**src/rtl/mem_port_arbiter_if.sv**
```systemverilog
// ---------------------------------------------------------------------------
// mem_port_arbiter_if
//   Bundles the arbiter's three buses. Instruction fetch: if_req, if_addr,
//   if_flush, if_gnt and if_rvalid. Load/store: ls_req, ls_we, ls_addr,
//   ls_wdata, ls_gnt and ls_rvalid. Memory: mem_req, mem_we, mem_addr,
//   mem_wdata, mem_ready, mem_rvalid and mem_rdata. rdata is the response
//   data shared by both requesters.
//   Modports:
//     slave  - the arbiter's view (drives gnt/rvalid/rdata and mem_* requests)
//     master - the environment's view (requesters plus memory)
// ---------------------------------------------------------------------------
interface mem_port_arbiter_if #(
  parameter int XLEN = 32
);
  // Instruction-fetch port
  logic            if_req;
  logic [XLEN-1:0] if_addr;
  logic            if_flush;
  logic            if_gnt;
  logic            if_rvalid;
  // Load/store port
  logic            ls_req;
  logic            ls_we;
  logic [XLEN-1:0] ls_addr;
  logic [XLEN-1:0] ls_wdata;
  logic            ls_gnt;
  logic            ls_rvalid;
  // Shared response data
  logic [XLEN-1:0] rdata;
  // Memory port
  logic            mem_req;
  logic            mem_we;
  logic [XLEN-1:0] mem_addr;
  logic [XLEN-1:0] mem_wdata;
  logic            mem_ready;
  logic            mem_rvalid;
  logic [XLEN-1:0] mem_rdata;

  modport slave (
    input  if_req, if_addr, if_flush,
    input  ls_req, ls_we, ls_addr, ls_wdata,
    input  mem_ready, mem_rvalid, mem_rdata,
    output if_gnt, if_rvalid, ls_gnt, ls_rvalid, rdata,
    output mem_req, mem_we, mem_addr, mem_wdata
  );

  modport master (
    output if_req, if_addr, if_flush,
    output ls_req, ls_we, ls_addr, ls_wdata,
    output mem_ready, mem_rvalid, mem_rdata,
    input  if_gnt, if_rvalid, ls_gnt, ls_rvalid, rdata,
    input  mem_req, mem_we, mem_addr, mem_wdata
  );
endinterface

```
**src/rtl/mem_port_arbiter.sv**
```systemverilog
// ---------------------------------------------------------------------------
// mem_port_arbiter
//   Shares one memory port between an instruction-fetch requester and a
//   load/store requester. Only one transaction is outstanding at a time:
//   IDLE (grant) -> ISSUE (mem_req until mem_ready) -> RESP (wait for
//   mem_rvalid) -> IDLE. The response is registered into rdata and announced
//   with a one-cycle rvalid pulse to the owner. if_flush discards a pending
//   fetch response without disturbing the memory transaction.
//   Ports:
//     clk   - system clock, rising edge
//     rst_n - asynchronous active-low reset
//     bus   - mem_port_arbiter_if.slave (fetch, load/store and memory buses)
//   Configuration:
//     ARB_ROUND_ROBIN_EN - when defined, contention is resolved round-robin
//                          (the requester not granted last wins); otherwise
//                          load/store has fixed priority over fetch.
// ---------------------------------------------------------------------------
module mem_port_arbiter #(
  parameter int XLEN = 32
) (
  input  logic                clk,
  input  logic                rst_n,
  mem_port_arbiter_if.slave   bus
);

  typedef enum logic [1:0] {IDLE, ISSUE, RESP} state_e;
  typedef enum logic {OWNER_IF = 1'b0, OWNER_LS = 1'b1} owner_e;

  state_e          state_q, state_d;
  owner_e          owner_q, owner_d;
  logic [XLEN-1:0] addr_q, addr_d;
  logic [XLEN-1:0] wdata_q, wdata_d;
  logic [XLEN-1:0] rdata_q, rdata_d;
  logic            we_q, we_d;
  logic            drop_q, drop_d;
  logic            if_rvalid_q, if_rvalid_d;
  logic            ls_rvalid_q, ls_rvalid_d;

  logic if_elig, ls_elig, if_win, ls_win, flush_hit;

  // A flushed fetch may not win in the same cycle.
  assign if_elig   = bus.if_req & ~bus.if_flush;
  assign ls_elig   = bus.ls_req;
  assign flush_hit = bus.if_flush & (owner_q == OWNER_IF);

`ifdef ARB_ROUND_ROBIN_EN
  // last_q remembers the most recent winner; it resets to IF so LS wins the
  // first contention.
  owner_e last_q, last_d;

  always_comb begin
    if (if_elig && ls_elig) begin
      ls_win = (last_q == OWNER_IF);
      if_win = ~ls_win;
    end else begin
      ls_win = ls_elig;
      if_win = if_elig;
    end
  end

  always_comb begin
    last_d = last_q;
    if (state_q == IDLE) begin
      if (ls_win)      last_d = OWNER_LS;
      else if (if_win) last_d = OWNER_IF;
    end
  end

  always_ff @(posedge clk or negedge rst_n) begin
    if (!rst_n) last_q <= OWNER_IF;
    else        last_q <= last_d;
  end
`else
  assign ls_win = ls_elig;
  assign if_win = if_elig & ~ls_elig;
`endif

  always_comb begin
    // NOTE: every variable gets its default first so no path leaves one
    // unassigned, which would otherwise infer a latch.
    state_d     = state_q;
    owner_d     = owner_q;
    addr_d      = addr_q;
    we_d        = we_q;
    wdata_d     = wdata_q;
    drop_d      = drop_q;
    rdata_d     = rdata_q;
    if_rvalid_d = 1'b0;
    ls_rvalid_d = 1'b0;

    case (state_q)
      IDLE: begin
        drop_d = 1'b0;
        if (ls_win) begin
          owner_d = OWNER_LS;
          addr_d  = bus.ls_addr;
          we_d    = bus.ls_we;
          wdata_d = bus.ls_wdata;
          state_d = ISSUE;
        end else if (if_win) begin
          // Fetches are always reads with zero write data.
          owner_d = OWNER_IF;
          addr_d  = bus.if_addr;
          we_d    = 1'b0;
          wdata_d = '0;
          state_d = ISSUE;
        end
      end

      ISSUE: begin
        if (flush_hit)     drop_d  = 1'b1;
        if (bus.mem_ready) state_d = RESP;
      end

      RESP: begin
        if (flush_hit) drop_d = 1'b1;
        if (bus.mem_rvalid) begin
          state_d = IDLE;
          drop_d  = 1'b0;
          if (owner_q == OWNER_LS) begin
            rdata_d     = bus.mem_rdata;
            ls_rvalid_d = 1'b1;
          end else if (!(drop_q || bus.if_flush)) begin
            // A flush in this very cycle suppresses the response as well.
            rdata_d     = bus.mem_rdata;
            if_rvalid_d = 1'b1;
          end
        end
      end

      default: state_d = IDLE;
    endcase
  end

  // NOTE: the datapath registers are reset too, because every output,
  // rdata and the mem_* fields included, must read 0 while reset is held.
  always_ff @(posedge clk or negedge rst_n) begin
    if (!rst_n) begin
      // NOTE: state is written with non-blocking assignments so every
      // register samples the pre-edge values of the others.
      state_q     <= IDLE;
      owner_q     <= OWNER_IF;
      addr_q      <= '0;
      we_q        <= 1'b0;
      wdata_q     <= '0;
      drop_q      <= 1'b0;
      rdata_q     <= '0;
      if_rvalid_q <= 1'b0;
      ls_rvalid_q <= 1'b0;
    end else begin
      state_q     <= state_d;
      owner_q     <= owner_d;
      addr_q      <= addr_d;
      we_q        <= we_d;
      wdata_q     <= wdata_d;
      drop_q      <= drop_d;
      rdata_q     <= rdata_d;
      if_rvalid_q <= if_rvalid_d;
      ls_rvalid_q <= ls_rvalid_d;
    end
  end

  // Grants are combinational. They are masked by rst_n so that a request
  // held during reset does not show a grant.
  assign bus.if_gnt    = rst_n & (state_q == IDLE) & if_win;
  assign bus.ls_gnt    = rst_n & (state_q == IDLE) & ls_win;
  assign bus.if_rvalid = if_rvalid_q;
  assign bus.ls_rvalid = ls_rvalid_q;
  assign bus.rdata     = rdata_q;
  assign bus.mem_req   = (state_q == ISSUE);
  assign bus.mem_we    = we_q;
  assign bus.mem_addr  = addr_q;
  assign bus.mem_wdata = wdata_q;

endmodule

```
**src/flat_wrapper.sv**
```systemverilog
// flat-port wrapper written by rule: the top's interface ports become plain ports
module mem_port_arbiter_flat 
#(
  parameter int XLEN = 32
)
  (clk, rst_n, bus_if_req, bus_if_addr, bus_if_flush, bus_ls_req, bus_ls_we, bus_ls_addr, bus_ls_wdata, bus_mem_ready, bus_mem_rvalid, bus_mem_rdata, bus_if_gnt, bus_if_rvalid, bus_ls_gnt, bus_ls_rvalid, bus_rdata, bus_mem_req, bus_mem_we, bus_mem_addr, bus_mem_wdata);
  mem_port_arbiter_if #(.XLEN(XLEN)) bus_i ();
  input  logic clk;
  input  logic rst_n;
  input wire logic [$bits(bus_i.if_req)-1:0] bus_if_req;
  input wire logic [$bits(bus_i.if_addr)-1:0] bus_if_addr;
  input wire logic [$bits(bus_i.if_flush)-1:0] bus_if_flush;
  input wire logic [$bits(bus_i.ls_req)-1:0] bus_ls_req;
  input wire logic [$bits(bus_i.ls_we)-1:0] bus_ls_we;
  input wire logic [$bits(bus_i.ls_addr)-1:0] bus_ls_addr;
  input wire logic [$bits(bus_i.ls_wdata)-1:0] bus_ls_wdata;
  input wire logic [$bits(bus_i.mem_ready)-1:0] bus_mem_ready;
  input wire logic [$bits(bus_i.mem_rvalid)-1:0] bus_mem_rvalid;
  input wire logic [$bits(bus_i.mem_rdata)-1:0] bus_mem_rdata;
  output wire logic [$bits(bus_i.if_gnt)-1:0] bus_if_gnt;
  output wire logic [$bits(bus_i.if_rvalid)-1:0] bus_if_rvalid;
  output wire logic [$bits(bus_i.ls_gnt)-1:0] bus_ls_gnt;
  output wire logic [$bits(bus_i.ls_rvalid)-1:0] bus_ls_rvalid;
  output wire logic [$bits(bus_i.rdata)-1:0] bus_rdata;
  output wire logic [$bits(bus_i.mem_req)-1:0] bus_mem_req;
  output wire logic [$bits(bus_i.mem_we)-1:0] bus_mem_we;
  output wire logic [$bits(bus_i.mem_addr)-1:0] bus_mem_addr;
  output wire logic [$bits(bus_i.mem_wdata)-1:0] bus_mem_wdata;
  assign bus_i.if_req = bus_if_req;
  assign bus_i.if_addr = bus_if_addr;
  assign bus_i.if_flush = bus_if_flush;
  assign bus_i.ls_req = bus_ls_req;
  assign bus_i.ls_we = bus_ls_we;
  assign bus_i.ls_addr = bus_ls_addr;
  assign bus_i.ls_wdata = bus_ls_wdata;
  assign bus_i.mem_ready = bus_mem_ready;
  assign bus_i.mem_rvalid = bus_mem_rvalid;
  assign bus_i.mem_rdata = bus_mem_rdata;
  assign bus_if_gnt = bus_i.if_gnt;
  assign bus_if_rvalid = bus_i.if_rvalid;
  assign bus_ls_gnt = bus_i.ls_gnt;
  assign bus_ls_rvalid = bus_i.ls_rvalid;
  assign bus_rdata = bus_i.rdata;
  assign bus_mem_req = bus_i.mem_req;
  assign bus_mem_we = bus_i.mem_we;
  assign bus_mem_addr = bus_i.mem_addr;
  assign bus_mem_wdata = bus_i.mem_wdata;
  mem_port_arbiter #(.XLEN(XLEN)) u_core (.clk(clk), .rst_n(rst_n), .bus(bus_i));
endmodule
```
**config.mk**
```make
export PLATFORM = sky130hd
export DESIGN_NAME = mem_port_arbiter_flat
export DESIGN_NICKNAME = d
export VERILOG_FILES = /design/src/rtl/mem_port_arbiter_if.sv /design/src/rtl/mem_port_arbiter.sv /design/src/flat_wrapper.sv
export SDC_FILE = /design/constraint.sdc
export NUM_CORES = 1
export LEC_CHECK = 0
export ABC_AREA = 1
export ABC_CLOCK_PERIOD_IN_PS = 1500
export BUFFER_PORTS_ARGS = -buffer_cell sky130_fd_sc_hd__buf_2
export CAP_MARGIN = 20
export CORE_UTILIZATION = 40
export CTS_CLUSTER_SIZE = 20
export DETAILED_ROUTE_END_ITERATION = 10
export PLACE_DENSITY = 0.78
export SKIP_LAST_GASP = 1
export SYNTH_ARGS = -nofsm -noshare
export SYNTH_HDL_FRONTEND = slang
export SYNTH_SLANG_ARGS = --single-unit
```
**constraint.sdc**
```tcl
create_clock -name clk -period 1.5 [get_ports clk]
set_input_delay 0.225 -clock clk [delete_from_list [all_inputs] [get_ports clk]]
set_output_delay 0.225 -clock clk [all_outputs]
set_load 0.01 [all_outputs]
```
# [Yosys cells after proc, flatten, opt, wreduce, memory -nomap -nowiden]
# Cells that the tools add are included.
[word_totals] register_bits=103 input_bits=136 output_inout_bits=102 elab_cells=55
[classes] n_eq_ne=6 mux=24 bitwise_logic=9 n_reduce_logical=7
[ops] operator="two-way mux 32 bit" count=6
[ops] operator="two-way mux 1 bit" count=12
[ops] operator="two-way mux 2 bit" count=4
[ops] operator="AND 1 bit" count=6
[ops] operator="one-hot mux 2 bit (3 select lines)" count=1
[ops] operator="AND reduction 3 bit" count=2
[ops] operator="!= test 2 bit, second input constant" count=2
[ops] operator="!= test 3 x 2 -> 1 bit, second input constant" count=1
[ops] operator="inverter 1 bit" count=3
[ops] operator="one-hot mux 1 bit (3 select lines)" count=1
[ops] operator="nonzero test 3 bit" count=1
[ops] operator="equality test 2 x 1 -> 1 bit, second input constant" count=1
[ops] operator="equality test 2 bit, second input constant" count=1
[ops] operator="logical NOT 2 bit" count=1
[ops] operator="!= test 2 x 1 -> 1 bit, second input constant" count=1
[ops] operator="AND reduction 2 bit" count=1
[ops] operator="nonzero test 2 bit" count=1
[ops] operator="logical OR 1 bit" count=1

# [Longest topological paths before layout]
[depth] word_depth=6 depth_mapped=9

# [Worst setup path after synthesis]
# Ideal clock, no wire load.
[synth_path] path_kind="register -> output" startpoint="register u_core.state_q[0]" endpoint="output port bus_if_gnt" arrival_time_ps=1177 required_ps=1275 slack_ps=98 path_stages_with_launch=6 n_path_buf=1 cell_sequence="dfrtp_1 inv_1 ha_1 buf_2 nand2_1 nor3_1"
[synth_between] elab_chain_cells=3
[synth_rtl] item="start, declared" line_no="mem_port_arbiter.sv:29" source="state_e state_q, state_d;"
[synth_rtl] item="start signal, assigned" line_no="mem_port_arbiter.sv:151" source="state_q <= state_d;"
[synth_rtl] item="logical NOT 2 bit" line_no="mem_port_arbiter.sv:165" source="assign bus.if_gnt = rst_n & (state_q == IDLE) & if_win;"
[synth_rtl] item="AND 1 bit (2 in a row)" line_no="mem_port_arbiter.sv:165"
[synth_rtl] item="end, declared" line_no="flat_wrapper.sv:20" source="output wire logic [$bits(bus_i.if_gnt)-1:0] bus_if_gnt;"
# No other way between the ends.

# [Worst setup path after layout]
[layout_path] startpoint="register u_core.state_q[1]" endpoint="output port bus_if_gnt"
# Same word-level chain as after synthesis.

==> results.md <==
* Post-synthesis sequential area ratio at 0.578
* Post-synthesis register bit count at 103
* Reg-to-Reg Start: u_core.state_q[0]
* Chip Height at 108 um
* Final Worst Setup Slack at -0.0548 ns
* Count of antenna diodes in the layout at 0
* Worst-path cell chain: inv_2, ha_4, nand2_2, nor3_2, buf_2
* Die area at 11600 um^2
* Vias in the first global route at 3926
* Die X at 108 um
* Final-stage net count at 889
* H-Tree Depth at 3
* Failing checks: negative setup slack
* Worst Setup End Kind: primary output
* Number of detailed-routing iterations run before antenna repair at 4
* Yosys synthesis warning count at 0
* Net Sw Power at 4.47 mW
* Total detailed-routing wirelength at between 10000 and 15000 um
* Worst hold path depth at 3
* Maximum number of pins on one net before global-route repair at 104
* Post-synthesis cell area at about 4500 um^2
* Internal Power at 6.99 mW
* Distinct cell type count of the synthesized netlist at 18
* Pleak at 3.55 nW
* Setup repair after global routing missed its margin: true
* Actual transition at the worst max-transition pin at about 0.57 ns
* Kind of critical path: register to primary output
* Worst-case clock buffer depth at 2
* Crit path launch type: register
* Wire per inst at between 10 and 15 um
* Final core utilization at 0.576
* Final setup fails at 2
* Insertion delay to the later sink of the worst-skew pair at approximately 0.36 ns
* Post-Syn Instances at around 510
* Timing startpoint of the critical path: u_core.state_q[1]
* Worst hold path type: input port to register
* Capture instance of the worst register-to-register path: u_core.bus.rdata[17]
* Top achievable clock speed at 0.643 GHz
* Fraction of final layout cells with drive strength greater than 1 at 0.422
* Portion of synthesized cell area occupied by the leading cell type at 0.578
* Area growth syn-to-layout at 40.0%
* Portion of total power attributed to sequential cells at 0.409
* Critical path's largest stage delay at roughly 0.4 ns
* FF-to-FF path depth at 10
* Endpoint required time on the critical path at 1.27 ns
* Buffers added on ports at 237
* Overflow after GRT at 0
* Routed via count at ~4200
* Worst vdd ir at 901 uV
* Relative slew margins at 0.620
* Clock transition at path regs at between 0.1 and 0.15 ns
* Global Route Usage Sum at 0.197
* Avg Vias per Cell at 4.74
* Worst Skew at 0.0172 ns
* Final-report max-slew violation count at 0
* Number of buffers added by the clock tree synthesis step at 9
* Top-level port count at 238
* Time the worst path needs with I/O delays and setup at 1.55 ns
* Status: finished, violations left
* Highest-delay cell along the critical path: dfrtp_1
* Initial DRC Count at 231
* Maximum fanout along the worst path at 2
* Logic pwr share at 0.436
* Leading area contributor after synthesis: dfrtp_1
* Critical hold path startpoint: bus_mem_rdata[23]
* TritonCTS clock tree: built
* Number of DRC violations after detailed routing at 0
* Clock tree sinks at 103
* Data arrival time of the critical path at 1.33 ns
* Count of buffering cells on the critical path with inverters included at 2
* Fin Hold WS at ~0.051 ns
* Total power density per cell area at 1840 nW/um^2
* Kind of cell with the highest combined delay on the critical path: flip-flops
* Clk pwr share at 0.154
* Average cell area after synthesis at slightly below 9 um^2
* Clock tree root driver cell: clkbuf_8
* Effective utilization at floorplan at 0.412
* Count of antenna-violating nets left after detailed routing at 0
* Synthesized netlist net count at 651
* Detail Placement HPWL at 8270 um
* Final cycle utilization of the critical path at 1.04
* Top cells by area, synth: dfrtp_1 58%, nand2_1 15%, nand3_1 7.6%
* Initial antenna violation count at 0
* Area of the core at 10800 um^2
* End point of the most critical hold path: u_core.bus.rdata[23]
* Max-cap violations at 0
* Global-route wire length before repair at 18000 um
* Final-report hold violation count at 0
* Switching Share at 0.390
* Final GP Congestion at ~0.78
* Row count at 38
* Register-to-register setup slack at 0.04 ns
## what timing repair did
item,4_1_cts,5_1_grt
pin swaps,2,2
endpoints found under the hold margin,103,0
buffers inserted,4,0
cloned,0,4
gates resized for setup,9,11
endpoints found under the setup margin,3,35
hold buffers,1,0
## area by class of cell
class                   count  area (um^2)
clock buffers               9          124
flip-flops and latches    103         2580
repair buffers            260         1510
multi-input cells         360         1740
well taps                 140          175
fillers                  1013         4590
inverters                  13         48.8
clock inverters             6         76.3
## worst reg2reg max path, stage by stage (launching register included)
cell	delay, ns
dfrtp_1	0.38
inv_2	0.07
buf_4	0.15
ha_4	0.16
nand2_2	0.06
inv_2	0.06
nand2_4	0.12
nand2_8	0.09
clkbuf_16	0.17
nand2_1	0.06
nand2_1	0.05
## registers in the layout (all words and copies together) (netlist names)
name and flops:
u_core.bus.if_rvalid 1, u_core.bus.ls_rvalid 1, u_core.bus.mem_addr 32, u_core.bus.mem_wdata 32, u_core.bus.mem_we 1, u_core.bus.rdata 32
u_core.drop_q 1, u_core.owner_q 1, u_core.state_q 2
## cells in the final DEF (no fill, tap or decap), types with 4 or more instances in the layout
cell type	instances
nand2_1	178
buf_12	6
or2_2	29
buf_4	11
inv_1	9
clkbuf_8	9
inv_2	4
buf_6	4
o21ai_0	61
nand3_1	68
buf_2	235
o21ai_1	4
dfrtp_1	103
## power groups by stage
stage | Clock, mW | Combinational, mW | Sequential (mW)
detailed placement | 0 | 4.74 | 4.72
floorplan | 0 | 2.03 | 5.30
CTS | 1.84 | 4.89 | 4.69
global route | 1.96 | 5.57 | 4.83
global placement | 0 | 4.61 | 4.69
finish | 1.77 | 5.00 | 4.69
## cells in the mapped netlist (all sizes together)
cell and number:
nand3 68, nand2 184, ha 6, dfrtp 103
inv 13, nor2 3, nor3 1, buf 19
o21bai 1, o21ai 65, clkbuf 14, or2 32
## how the worst max path moves through the flow
stage | cells after the start | slack, ns | end
2_1_floorplan | 5 | 0.1 | bus_if_gnt
3_3_place_gp | 5 | 0.09 | bus_if_gnt
3_5_place_dp | 5 | 0.06 | bus_if_gnt
4_1_cts | 5 | -0.04 | bus_if_gnt
5_1_grt | 5 | -0.12 | bus_if_gnt
6_report | 5 | -0.05 | bus_if_gnt
## stage by stage
stage | setup TNS, ns | instances | instance area [um^2] | setup WS, ns | power [mW]
after global routing | -0.270 | 891 | 6250 | -0.121 | 12.4
after floorplan | 0 | 509 | 4460 | 0.0984 | 7.34
final | -0.0810 | 891 | 6250 | -0.0548 | 11.5
after global placement | 0 | 867 | 5830 | 0.0938 | 9.30
after CTS | -0.0745 | 887 | 6110 | -0.0429 | 11.4
after detailed placement | 0 | 867 | 5830 | 0.0615 | 9.46
## per-layer routing
layer | part of all wire | routed length [um] | GRT usage
met5 | 0 | 0 | 0
met4 | 0.014 | 161 | 0.0695
met3 | 0.059 | 708 | 0.0400
met2 | 0.51 | 6060 | 0.352
met1 | 0.42 | 4980 | 0.233
## cell families (layout without fill, tap and decap cells)
logic type / Yosys count / in the layout / synth area share
simple gates: 288 / 288 / 0.281
fa+ha+maj: 6 / 6 / 0.0168
buf+inv: 46 / 288 / 0.0499
compound gates: 66 / 66 / 0.0746
flops: 103 / 103 / 0.578
Power figures use the tool's default switching activity.
